--- config.mk ---
export PLATFORM = sky130hd
export DESIGN_NAME = concat_field_sequencer
export DESIGN_NICKNAME = d
export VERILOG_FILES = /design/src/rtl/concat_pkg.sv /design/src/rtl/field_shift_reg.sv /design/src/rtl/concat_field_sequencer.sv
export SDC_FILE = /design/constraint.sdc
export NUM_CORES = 1
export LEC_CHECK = 0
export CORE_MARGIN = 1
export CORE_UTILIZATION = 43
export DETAILED_ROUTE_END_ITERATION = 6
export PLACE_DENSITY = 0.8
export RECOVER_POWER = 25
export SYNTH_ARGS = -nofsm -noshare
export SYNTH_HDL_FRONTEND = slang
export SYNTH_SLANG_ARGS = --single-unit
--- constraint.sdc ---
create_clock -name clk -period 1.4 [get_ports clk]
set_input_delay 0.21 -clock clk [delete_from_list [all_inputs] [get_ports clk]]
set_output_delay 0.21 -clock clk [all_outputs]
set_load 0.03 [all_outputs]
--- src/rtl/concat_pkg.sv ---
// Shared constants, state encoding and output formatting for the field concatenation sequencer.
package concat_pkg;
  localparam int FIELD_W    = 2;
  localparam int NUM_FIELDS = 5;
  localparam int REP        = 3;
  localparam int WORD_W     = FIELD_W * NUM_FIELDS;
  localparam int OUT_W      = REP * WORD_W;
  localparam int CNT_W      = $clog2(NUM_FIELDS + 1);

  localparam logic MODE_CONCAT = 1'b0;
  localparam logic MODE_REP    = 1'b1;

  typedef enum logic [1:0] {
    IDLE    = 2'd0,
    COLLECT = 2'd1,
    HOLD    = 2'd2
  } seq_state_t;

  function automatic logic [OUT_W-1:0] format_word(input logic mode,
                                                   input logic [WORD_W-1:0] word);
    format_word = (mode == MODE_REP) ? {REP{word}} : OUT_W'(word);
  endfunction
endpackage

--- src/rtl/field_shift_reg.sv ---
// Left-shifting field accumulator: newest field enters the LSBs, so the first field ends up MSB.
// Clear beats load beats shift; NUM_FIELDS must be at least 2.
module field_shift_reg #(
  parameter int FIELD_W    = 2,
  parameter int NUM_FIELDS = 5
) (
  input  logic                          clk,
  input  logic                          rst_n,
  input  logic                          clr,
  input  logic                          load,
  input  logic                          shift,
  input  logic [FIELD_W-1:0]            din,
  output logic [FIELD_W*NUM_FIELDS-1:0] q
);
  localparam int W = FIELD_W * NUM_FIELDS;

  always_ff @(posedge clk or negedge rst_n) begin
    if (!rst_n) begin
      q <= '0;
    end else if (clr) begin
      q <= '0;
    end else if (load) begin
      q <= W'(din);
    end else if (shift) begin
      q <= {q[W-FIELD_W-1:0], din};
    end
  end
endmodule

--- src/rtl/concat_field_sequencer.sv ---
// Collects NUM_FIELDS fields MSB-first and presents the word (or its replication) one cycle after the last field.
// Fields are refused while a word is held; the word holds until out_ready_i, with a one-cycle bubble after the handshake.
module concat_field_sequencer
  import concat_pkg::*;
(
  input  logic               clk,
  input  logic               rst_n,
  input  logic               mode_i,
  input  logic               fld_valid_i,
  input  logic [FIELD_W-1:0] fld_data_i,
  output logic               fld_ready_o,
  input  logic               abort_i,
  output logic               out_valid_o,
  input  logic               out_ready_i,
  output logic [OUT_W-1:0]   out_word_o,
  output logic               out_mode_o,
  output logic [CNT_W-1:0]   fld_cnt_o
);
  seq_state_t          state_q;
  logic [CNT_W-1:0]    cnt_q;
  logic                mode_q;
  logic                out_valid_q;
  logic [OUT_W-1:0]    out_word_q;
  logic [WORD_W-1:0]   sr_q;
  logic                accept;
  logic                last;
  logic [WORD_W-1:0]   word_nxt;

  assign fld_ready_o = (state_q != HOLD);
  assign accept      = fld_valid_i & fld_ready_o;
  assign last        = accept && (state_q == COLLECT) && (cnt_q == CNT_W'(NUM_FIELDS - 1));
  // Final word is formatted from the incoming field directly so it can be registered on the last accept.
  assign word_nxt    = {sr_q[WORD_W-FIELD_W-1:0], fld_data_i};

  field_shift_reg #(
    .FIELD_W   (FIELD_W),
    .NUM_FIELDS(NUM_FIELDS)
  ) u_sr (
    .clk  (clk),
    .rst_n(rst_n),
    .clr  (abort_i),
    .load (accept && (state_q == IDLE)),
    .shift(accept && (state_q == COLLECT)),
    .din  (fld_data_i),
    .q    (sr_q)
  );

  always_ff @(posedge clk or negedge rst_n) begin
    if (!rst_n) begin
      state_q     <= IDLE;
      cnt_q       <= '0;
      mode_q      <= MODE_CONCAT;
      out_valid_q <= 1'b0;
      out_word_q  <= '0;
    end else if (abort_i) begin
      state_q     <= IDLE;
      cnt_q       <= '0;
      mode_q      <= MODE_CONCAT;
      out_valid_q <= 1'b0;
      out_word_q  <= '0;
    end else begin
      case (state_q)
        IDLE: begin
          if (accept) begin
            mode_q  <= mode_i;
            cnt_q   <= CNT_W'(1);
            state_q <= COLLECT;
          end
        end
        COLLECT: begin
          if (accept) begin
            cnt_q <= cnt_q + CNT_W'(1);
            if (last) begin
              state_q     <= HOLD;
              out_valid_q <= 1'b1;
              out_word_q  <= format_word(mode_q, word_nxt);
            end
          end
        end
        HOLD: begin
          if (out_ready_i) begin
            state_q     <= IDLE;
            cnt_q       <= '0;
            out_valid_q <= 1'b0;
          end
        end
        default: state_q <= IDLE;
      endcase
    end
  end

  assign out_valid_o = out_valid_q;
  assign out_word_o  = out_word_q;
  assign out_mode_o  = mode_q;
  assign fld_cnt_o   = cnt_q;
endmodule

[Word-level counts from Yosys, hierarchy flattened]
Cells that the tools add are included.
Storage, ports and cells
  register bits after elaboration: 45
  logic and storage cells: 59
Operators by class
  multiplexer cells: 27
  reductions and logical operators: 16
  bitwise operators: 1
  equal/unequal tests: 8
  add/sub/neg operators: 1
Operator list (number)
  30-bit two-way mux: 5
  8-bit two-way mux: 3
  3-bit two-way mux: 4
  3-bit != test, second input constant: 4
  4-bit AND reduction: 3
  2-bit two-way mux: 5
  3-bit one-hot mux with 3 select lines: 1
  2-bit nonzero test: 4
  1-bit two-way mux: 7
  2-bit one-hot mux with 3 select lines: 1
  3-bit nonzero test: 2
  4-bit nonzero test: 1
  3-bit by 1-bit adder with 3-bit output, second input constant: 1
  3-bit == test, second input constant: 1
  1-bit logical AND: 3
  3-bit AND reduction: 1
  2-bit by 1-bit == test with 1-bit output, second input constant: 1
  2-bit == test, second input constant: 1
  2-bit logical NOT: 1
  2-bit != test, second input constant: 1
  1-bit one-hot mux with 2 select lines: 1
  2-bit AND reduction: 1
  1-bit bitwise AND: 1

[Depth between registers and ports, before layout]
Gate-level depths: netlist of the first run.
  depth after elaboration: 8
  depth in mapped cells: 7
  depth with buffers taken out: 6

[Cells and area by module]
Synthesis of the first run repeated with hierarchy kept, for this count alone.
Second synthesis, totals
  cells, all modules: 145
  area total of the unflattened synthesis: 1712.9 µm²
By module, submodules not included
  concat_field_sequencer: seq. area each 675.6 µm², cells an instance 110, times used 1, area each 1296.2 µm²
  field_shift_reg: seq. area each 250.2 µm², cells an instance 35, times used 1, area each 416.6 µm²

[Worst setup path after synthesis of the first run]
No wires, ideal clock.
  path type: flip-flop to flip-flop
  from: register cnt_q[0] (netlist: fld_cnt_o[0])
  to: register out_word_q[22] (netlist: out_word_o[22])
  period minus slack after synthesis: 1.572 ns
  arrival time: 1.451 ns
  data required time: 1.279 ns
  stages on the path, launching flop included: 8
  setup time: 0.121 ns
  path slack: -0.172 ns
  cells stage by stage: dfrtp_1 > inv_1 > ha_1 > nand4b_1 > nor2_1 > and2_1 > buf_4 > a22o_1
On the way
  word-level cells in the longest chain between the ends: 4
RTL lines
  from (decl): RTL line concat_field_sequencer.sv:20  | logic [CNT_W-1:0] cnt_q;
  from (signal assigned): RTL line concat_field_sequencer.sv:72  | cnt_q <= cnt_q + CNT_W'(1);
  3-bit == test: RTL line concat_field_sequencer.sv:31  | assign last = accept && (state_q == COLLECT) && (cnt_q == CNT_W'(NUM_FIELDS - 1));
  1-bit logical AND: RTL line concat_field_sequencer.sv:31
  2-bit nonzero test (no source line)
  3-bit AND reduction (no source line)
  to (signal assigned): RTL line concat_field_sequencer.sv:76  | out_word_q <= format_word(mode_q, word_nxt);
  to (decl): RTL line concat_field_sequencer.sv:23  | logic [OUT_W-1:0] out_word_q;
Every way passes these cells.
A chain may end at the register's enable or synchronous reset.

[Worst setup path in the final report of the first run]
  from: register state_q[0]
  to: register out_word_q[22] (netlist: out_word_o[22])
On the way
  word-level cells in the longest chain between the ends: 6
  elaborated cells on any way between the ends: 9
  those cells by class: eq/ne: 2; bitwise: 1; reduce/logical: 6
RTL lines
  from (decl): RTL line concat_field_sequencer.sv:19  | seq_state_t state_q;
  from (signal assigned): RTL line concat_field_sequencer.sv:50  | state_q <= IDLE;
  from (signal assigned): RTL line concat_field_sequencer.sv:56  | state_q <= IDLE;
  from (signal assigned): RTL line concat_field_sequencer.sv:67  | state_q <= COLLECT;
  2-bit != test: RTL line concat_field_sequencer.sv:29  | assign fld_ready_o = (state_q != HOLD);
  1-bit bitwise AND: RTL line concat_field_sequencer.sv:30  | assign accept = fld_valid_i & fld_ready_o;
  1-bit logical AND (2 in series): RTL line concat_field_sequencer.sv:31
  2-bit nonzero test (no source line)
  3-bit AND reduction (no source line) (*)
Every way passes the cells marked *; elsewhere a longest branch is shown, timed or not.

==> results of run 1 <==
## synthesized netlist by cell type, drive strengths merged
cell type / count / area, um^2
a31oi: 1 / 6.26
nand3: 2 / 10.0
a21oi: 8 / 55.1
a221oi: 1 / 8.76
nand4b: 2 / 17.5
a211oi: 1 / 20.0
inv: 6 / 22.5
and2: 1 / 6.26
nor3: 1 / 10.0
nor3b: 1 / 7.51
and2b: 1 / 7.51
nand2b: 5 / 31.3
nand2: 7 / 26.3
ha: 5 / 62.6
a22o: 27 / 236
and4bb: 1 / 12.5
nor2: 3 / 11.3
and3: 2 / 12.5
or2: 1 / 8.76
nor2b: 2 / 12.5
dfrtp: 35 / 876
and4b: 1 / 10.0
o22ai: 2 / 12.5
o21ai: 5 / 25.0
buf: 14 / 97.6
a2bb2oi: 1 / 8.76
clkbuf: 1 / 3.75
## power groups by stage
stage | clock [mW] | combinational (mW) | sequential [mW]
6_report | 0.937 | 0.889 | 1.10
3_5_place_dp | 0 | 0.721 | 1.12
4_1_cts | 0.940 | 0.830 | 1.09
2_1_floorplan | 0 | 0.396 | 1.15
5_1_grt | 1.01 | 0.966 | 1.10
3_3_place_gp | 0 | 0.711 | 1.12
## repair_timing
action | 4_1_cts | 5_1_grt
endpoints found under the setup margin | 71 | 39
cloned | 2 | 1
hold buffers | 0 | 0
setup buffers | 7 | 3
gates resized for setup | 57 | 19
pin swaps | 14 | 16
## worst reg2reg max path, stage by stage, from the launching register on
cell	delay [ns]
dfrtp_1	0.38
inv_2	0.08
ha_4	0.20
nand4b_1	0.28
nor2_4	0.21
and2_4	0.21
a22o_1	0.14
## worst max-delay path by stage
stage	from	endpoint	slack, ns	depth (start not counted)
CTS	state_q[0]	state_q[0]	-0.16	6
floorplan	state_q[0]	fld_cnt_o[2]	-0.05	6
global placement	fld_valid_i	out_word_o[22]	-0.19	4
detailed placement	fld_valid_i	out_word_o[22]	-0.26	4
finish	state_q[0]	out_word_o[22]	-0.16	6
global route	state_q[0]	fld_cnt_o[1]	-0.22	6
## placed cells by master, fill, tap and decap left out, types with 5 or more instances in the layout
cell             instances
dlygate4sd2_1           32
clkdlybuf4s50_1          6
dfrtp_1                 33
clkbuf_8                 6
buf_4                   18
a21oi_2                  5
nand2_1                  5
a22o_1                  27
buf_6                    8
o21ai_1                  5
## per-stage QoR
stage               hold slack (ns)  area, um^2  utilization  total power, mW
floorplan                   -0.0856        1710            -             1.55
global route                  0.519        2520        0.728             3.08
global placement              0.493        2260        0.653             1.83
CTS                           0.305        2480        0.715             2.86
detailed placement            0.499        2260        0.653             1.84
finish                        0.502        2520        0.728             2.93
## metal layers
layer / part of all wire / vias to the layer above
li1: - / 632
met1: 0.41 / 710
met2: 0.50 / 66
met3: 0.072 / 10
met4: 0.020 / 0
met5: 0 / -
## logic make-up (layout without fill, tap and decap cells)
kind of cell	Yosys count	in the layout	synth area share
adders and majority gates	5	5	0.0386
AOI/OAI and AO/OA	46	47	0.230
DFF	35	35	0.541
buffers and inverters	21	85	0.0765
and+or+nand+nor	30	31	0.114
## state kept, by name, summed over array words and instances (netlist names)
signal       count
fld_cnt_o        3
out_valid_o      1
u_sr.q           8
out_word_o      20
out_mode_o       1
state_q          2
## area by class of cell
| type | count | area share |
|---|---|---|
| well taps | 46 | 0.0228 |
| inverters | 6 | 0.0109 |
| repair buffers | 71 | 0.254 |
| multi-input cells | 83 | 0.318 |
| clock inverters | 2 | 0.0139 |
| flip-flops and latches | 35 | 0.348 |
| clock buffers | 6 | 0.0327 |
==> key figures, run 1 <==
Critical path
  • R2r endpoint: out_word_o[22]
  • Critical path, cell by cell: inv_2, ha_4, nand4b_1, nor2_4, and2_4, a22o_1
  • Kind of cell adding the most delay to the critical path: simple AND/OR/NAND/NOR gates
  • Crit path largest cell delay: 0.38 ns
  • R2R depth: 6
  • Reg2reg setup slack: -0.16 ns
  • Endpoint class of the critical path: flip-flop
  • Worst r2r src: state_q[0]
  • CP Data Required Time: 1.61 ns
  • Startpoint Class: flip-flop
  • Critical path type: flip-flop to flip-flop
  • Worst Path Buf+Inv: 1
  • Crit-path max FO: 6
  • Critical Path Slowest Stage Cell: dfrtp_1
  • Critical Path AT: around 1.8 ns

Global route
  • Grt total ovfl: 0
  • First-pass GRT wire length: 7070 um
  • Met3 Usage GRT: 0.0507
  • Largest net degree at the start of global routing: 36
  • Initial antenna violation count: 0
  • Met1 usage in global routing: 0.310
  • Busiest grt layer: met2
  • Met2 Usage GRT: 0.379
  • Vias in the first global route: 1387
  • GRT Overall Usage: 0.236

Synth
  • Syn Area/Cell: approximately 12 um^2
  • Synth cell types: 30
  • Sequential area share after synthesis: 0.541
  • Syn_nets: 150
  • Flops & latches, synth: 35
  • Synthesis Warnings: 0
  • Synth Instances: roughly 140
  • Cell Area, Synth: 0.00162 mm^2

Pwr
  • LEAKAGE: 1.27 nW
  • Max IR drop VDD: between 0.8 and 0.9 mV
  • Pwr Density: about 1200 mW/mm^2
  • Combinational share of power: 0.304
  • Switching share of power: 0.299
  • Flop pwr share: 0.376
  • Clock share of power: 0.320
  • Psw: 874 uW
  • Cell Int Power: 2.05 mW

Clock tree
  • # clock sinks: 35
  • Clock tree root buffer cell: clkbuf_8
  • Worst-case clock buffer depth: 2
  • H-Tree Depth: 2
  • CTS buffer count: 5
  • Reg clk slew, reported paths: approximately 0.07 ns
  • CTS tree: built
  • Later-pin clock latency in the skew report: 0.29 ns

Layout
  • Layout area overhead: 56.0%
  • # fillers: 266
  • Final instance count without filler cells: 249
  • Diodes inserted: 0
  • Nets@finish: roughly 220
  • Share of layout cells above drive strength 1: 0.369
  • Sequential Area: 878 um^2
  • Multi-input logic area: between 800 and 900 um^2

Die
  • # IOs: 44
  • Placeable Area: roughly 0.0035 mm^2
  • Row Count: 21
  • Die ar.: 0.00401 mm^2
  • Starting density of the core: 0.467
  • Chip width: ~63 um
  • Die H: 63.4 um

Timing
  • Final Skew: 0.00812 ns
  • Tmin final: 1.56 ns
  • Period utilization: 1.12
  • Final worst setup slack: -0.163 ns
  • Fmax achieved: around 640 MHz
  • Final setup fails: 36
  • Pins Over Slew Limit: 0
  • Rel. slew slack: 0.448
  • Aggregate negative setup slack: -3.90 ns
  • RSZ-0062 raised after global routing: true
  • Final Hold Fails: 0
  • Worst Max-Slew Pin Slew: 0.828 ns

Drt
  • DR iter-0 viols: 58
  • Post-Route WL: 4330 um
  • Post-route DRC: 0
  • Antenna Nets Post-Route: 0
  • Drt via density: 5.69
  • WL/cell: 17.4 um
  • First-pass DRT Iterations: 4
  • Routed via count: 1418

Place
  • # port buffers: 43
  • DP Wirelength: about 2800 um
  • Placed cells: 232
  • GPL Wtd Cong: approximately 0.85
  • Setup slack after placement: -0.262 ns

Min path
  • Hold Crit Start: mode_i
  • Min-delay worst type: input pin to flip-flop
  • Hold Path Sink: out_mode_o
  • Hold Crit Depth: 3

Run status
  • Status: finished, violations left
  • Violated checks: negative setup slack

Flow run
  • Max Cap Viol: 0
No activity file was read; power rests on OpenSTA's default activity.
==> run 2: changes to the inputs <==
- CTS_CLUSTER_DIAMETER: unset -> 60
- TNS_END_PERCENT: unset -> 1
==> run 2 against run 1 <==
- the flow still finishes with violations (negative setup slack)
- first-iteration DRC count decreased by 22%
- sequential power hardly changed
- largest cell class unchanged
- power decreased by 5.5%
- maximum frequency fell by 1.3%
- via count down 6.3%
- wire length shrank 11%
- critical path depth stayed put
- global-route usage down 1.8 points
- core utilization fell by 4.1 points
- sequential share of layout area up 2.1 points
==> key figures, run 2 (synthesis results as in run 1) <==
Run status
  • Status: finished, violations left
  • Violated checks: negative setup slack

Clock tree
  • Clock tree root buffer cell: clkbuf_8
  • CTS tree: built
  • Worst-case clock buffer depth: 2
  • Later-pin clock latency in the skew report: approximately 0.28 ns
  • # clock sinks: 35
  • Hold buffers post-CTS: 0
  • CTS buffer count: 5
  • H-Tree Depth: 2
  • Reg clk slew, reported paths: 0.07 ns

Timing
  • Final Hold Fails: 0
  • Final worst setup slack: -0.184 ns
  • Fmax achieved: approximately 630 MHz
  • Final Skew: 0.00751 ns
  • Worst Max-Slew Pin Slew: 0.833 ns
  • Period utilization: 1.13
  • Tmin final: 1.58 ns
  • Rel. slew slack: 0.445
  • Pins Over Slew Limit: 0
  • RSZ-0062 raised after global routing: true
  • Hold WS: 0.503 ns
  • Final setup fails: 36

Drt
  • DR iter-0 viols: 45
  • First-pass DRT Iterations: 4
  • Drt via density: roughly 5.5
  • Post-route DRC: 0
  • Routed via count: 1329
  • WL/cell: 16.1 um
  • Antenna Nets Post-Route: 0
  • Post-Route WL: between 3000 and 4000 um

Min path
  • Min-delay worst type: flip-flop to flip-flop
  • Hold Path Sink: out_word_o[7]
  • Hold Crit Start: out_word_o[7]
  • Hold Crit Depth: 1

Global route
  • GRT Overall Usage: 0.217
  • Grt total ovfl: 0
  • Largest net degree at the start of global routing: 36
  • First-pass GRT wire length: 6580 um
  • Initial antenna violation count: 0
  • Vias in the first global route: 1396

Place
  • # port buffers: 43
  • GPL Wtd Cong: 0.876
  • DP Wirelength: 2710 um
  • Placed cells: between 200 and 250
  • Placement Cell Area: 0.00226 mm^2

Die
  • Chip width: 63.4 um
  • # IOs: 44
  • Placeable Area: 0.00347 mm^2
  • Die H: 63.4 um
  • Die ar.: 0.00401 mm^2
  • Row Count: 21
  • Starting density of the core: 0.467

Layout
  • Largest register FFs: 20
  • Nets@finish: about 210
  • Final instance count without filler cells: 241
  • Diodes inserted: 0
  • Final instance area: 0.00238 mm^2
  • # fillers: 297
  • Most frequent cells in the layout: dfrtp_1 (33), dlygate4sd2_1 (33), a22o_1 (27), buf_4 (17), nand2_1 (7)
  • Share of layout cells above drive strength 1: 0.297
  • Layout area overhead: 47.1%

Critical path
  • CP Data Required Time: approximately 1.6 ns
  • Worst Path Buf+Inv: 1
  • Critical path, cell by cell: buf_6, ha_4, nand2b_1, a21oi_1, o22ai_1, a22o_1
  • Critical Path AT: 1.76 ns
  • Worst r2r src: state_q[0]
  • Crit-path max FO: 8
  • Critical path type: flip-flop to flip-flop
  • R2R depth: 6
  • Crit path largest cell delay: 0.42 ns
  • R2r endpoint: state_q[0]
  • Startpoint Class: flip-flop
  • Kind of cell adding the most delay to the critical path: compound AO/OA/AOI/OAI gates
  • Endpoint class of the critical path: flip-flop
  • Reg2reg setup slack: -0.18 ns
  • Critical Path Slowest Stage Cell: dfrtp_1

Pwr
  • Pwr Density: 1160 mW/mm^2
  • LEAKAGE: 1.21 nW
  • Max IR drop VDD: approximately 1.1 mV

Flow run
  • Max Cap Viol: 0
run 2: worst reg2reg max path, stage by stage (launching register included):
cell and delay [ns]:
dfrtp_1 0.42, buf_6 0.14, ha_4 0.18, nand2b_1 0.16
a21oi_1 0.25, o22ai_1 0.13, a22o_1 0.19
run 2: report_power, final:
group | switching, mW | internal, mW
registers | 0.0396 | 1.05
logic | 0.418 | 0.357
clock network | 0.369 | 0.530
total | 0.827 | 1.94
run 2: layout make-up:
class,instances,area (um^2),area share
clock inverter,3,43.8,0.0184
multi-input combinational,82,746,0.313
timing repair buffer,64,562,0.236
inverter,6,25.0,0.0105
tap,46,57.6,0.0242
clock buffer,5,68.8,0.0289
sequential,35,878,0.369
run 2: metrics by stage:
| step | util | setup TNS (ns) | total power, mW | setup WS [ns] |
|---|---|---|---|---|
| after global routing | 0.687 | -5.87 | 2.91 | -0.250 |
| after CTS | 0.687 | -2.97 | 2.76 | -0.188 |
| final | 0.687 | -3.87 | 2.77 | -0.184 |
| after global placement | 0.651 | -4.73 | 1.81 | -0.184 |
| after floorplan | - | -0.773 | 1.55 | -0.0458 |
| after detailed placement | 0.651 | -6.26 | 1.82 | -0.262 |
run 2: timing repair:
item                       in CTS  in global routing
setup endpoints to repair      71                 37
pin swaps                      15                 16
gates resized for setup        44                  6
setup buffers                   1                  0
gates cloned                    1                  0
run 2: how the worst max path moves through the flow:
| stage | end | slack [ns] | cells after the start | startpoint |
|---|---|---|---|---|
| finish | state_q[0] | -0.18 | 6 | state_q[0] |
| global route | state_q[0] | -0.25 | 6 | state_q[0] |
| CTS | state_q[0] | -0.19 | 6 | state_q[0] |
| detailed placement | out_word_o[1] | -0.26 | 4 | fld_valid_i |
| global placement | out_word_o[23] | -0.18 | 4 | fld_valid_i |
| floorplan | fld_cnt_o[2] | -0.05 | 6 | state_q[0] |
run 2: per-layer routing:
layer | up-vias | share of wire | global-route usage | wire [um]
met5 | - | 0 | 0 | 0
met4 | 0 | 0.013 | 0.0881 | 51
met3 | 5 | 0.044 | 0.0525 | 172
met2 | 42 | 0.52 | 0.390 | 2030
met1 | 673 | 0.42 | 0.244 | 1620
li1 | 609 | - | - | -
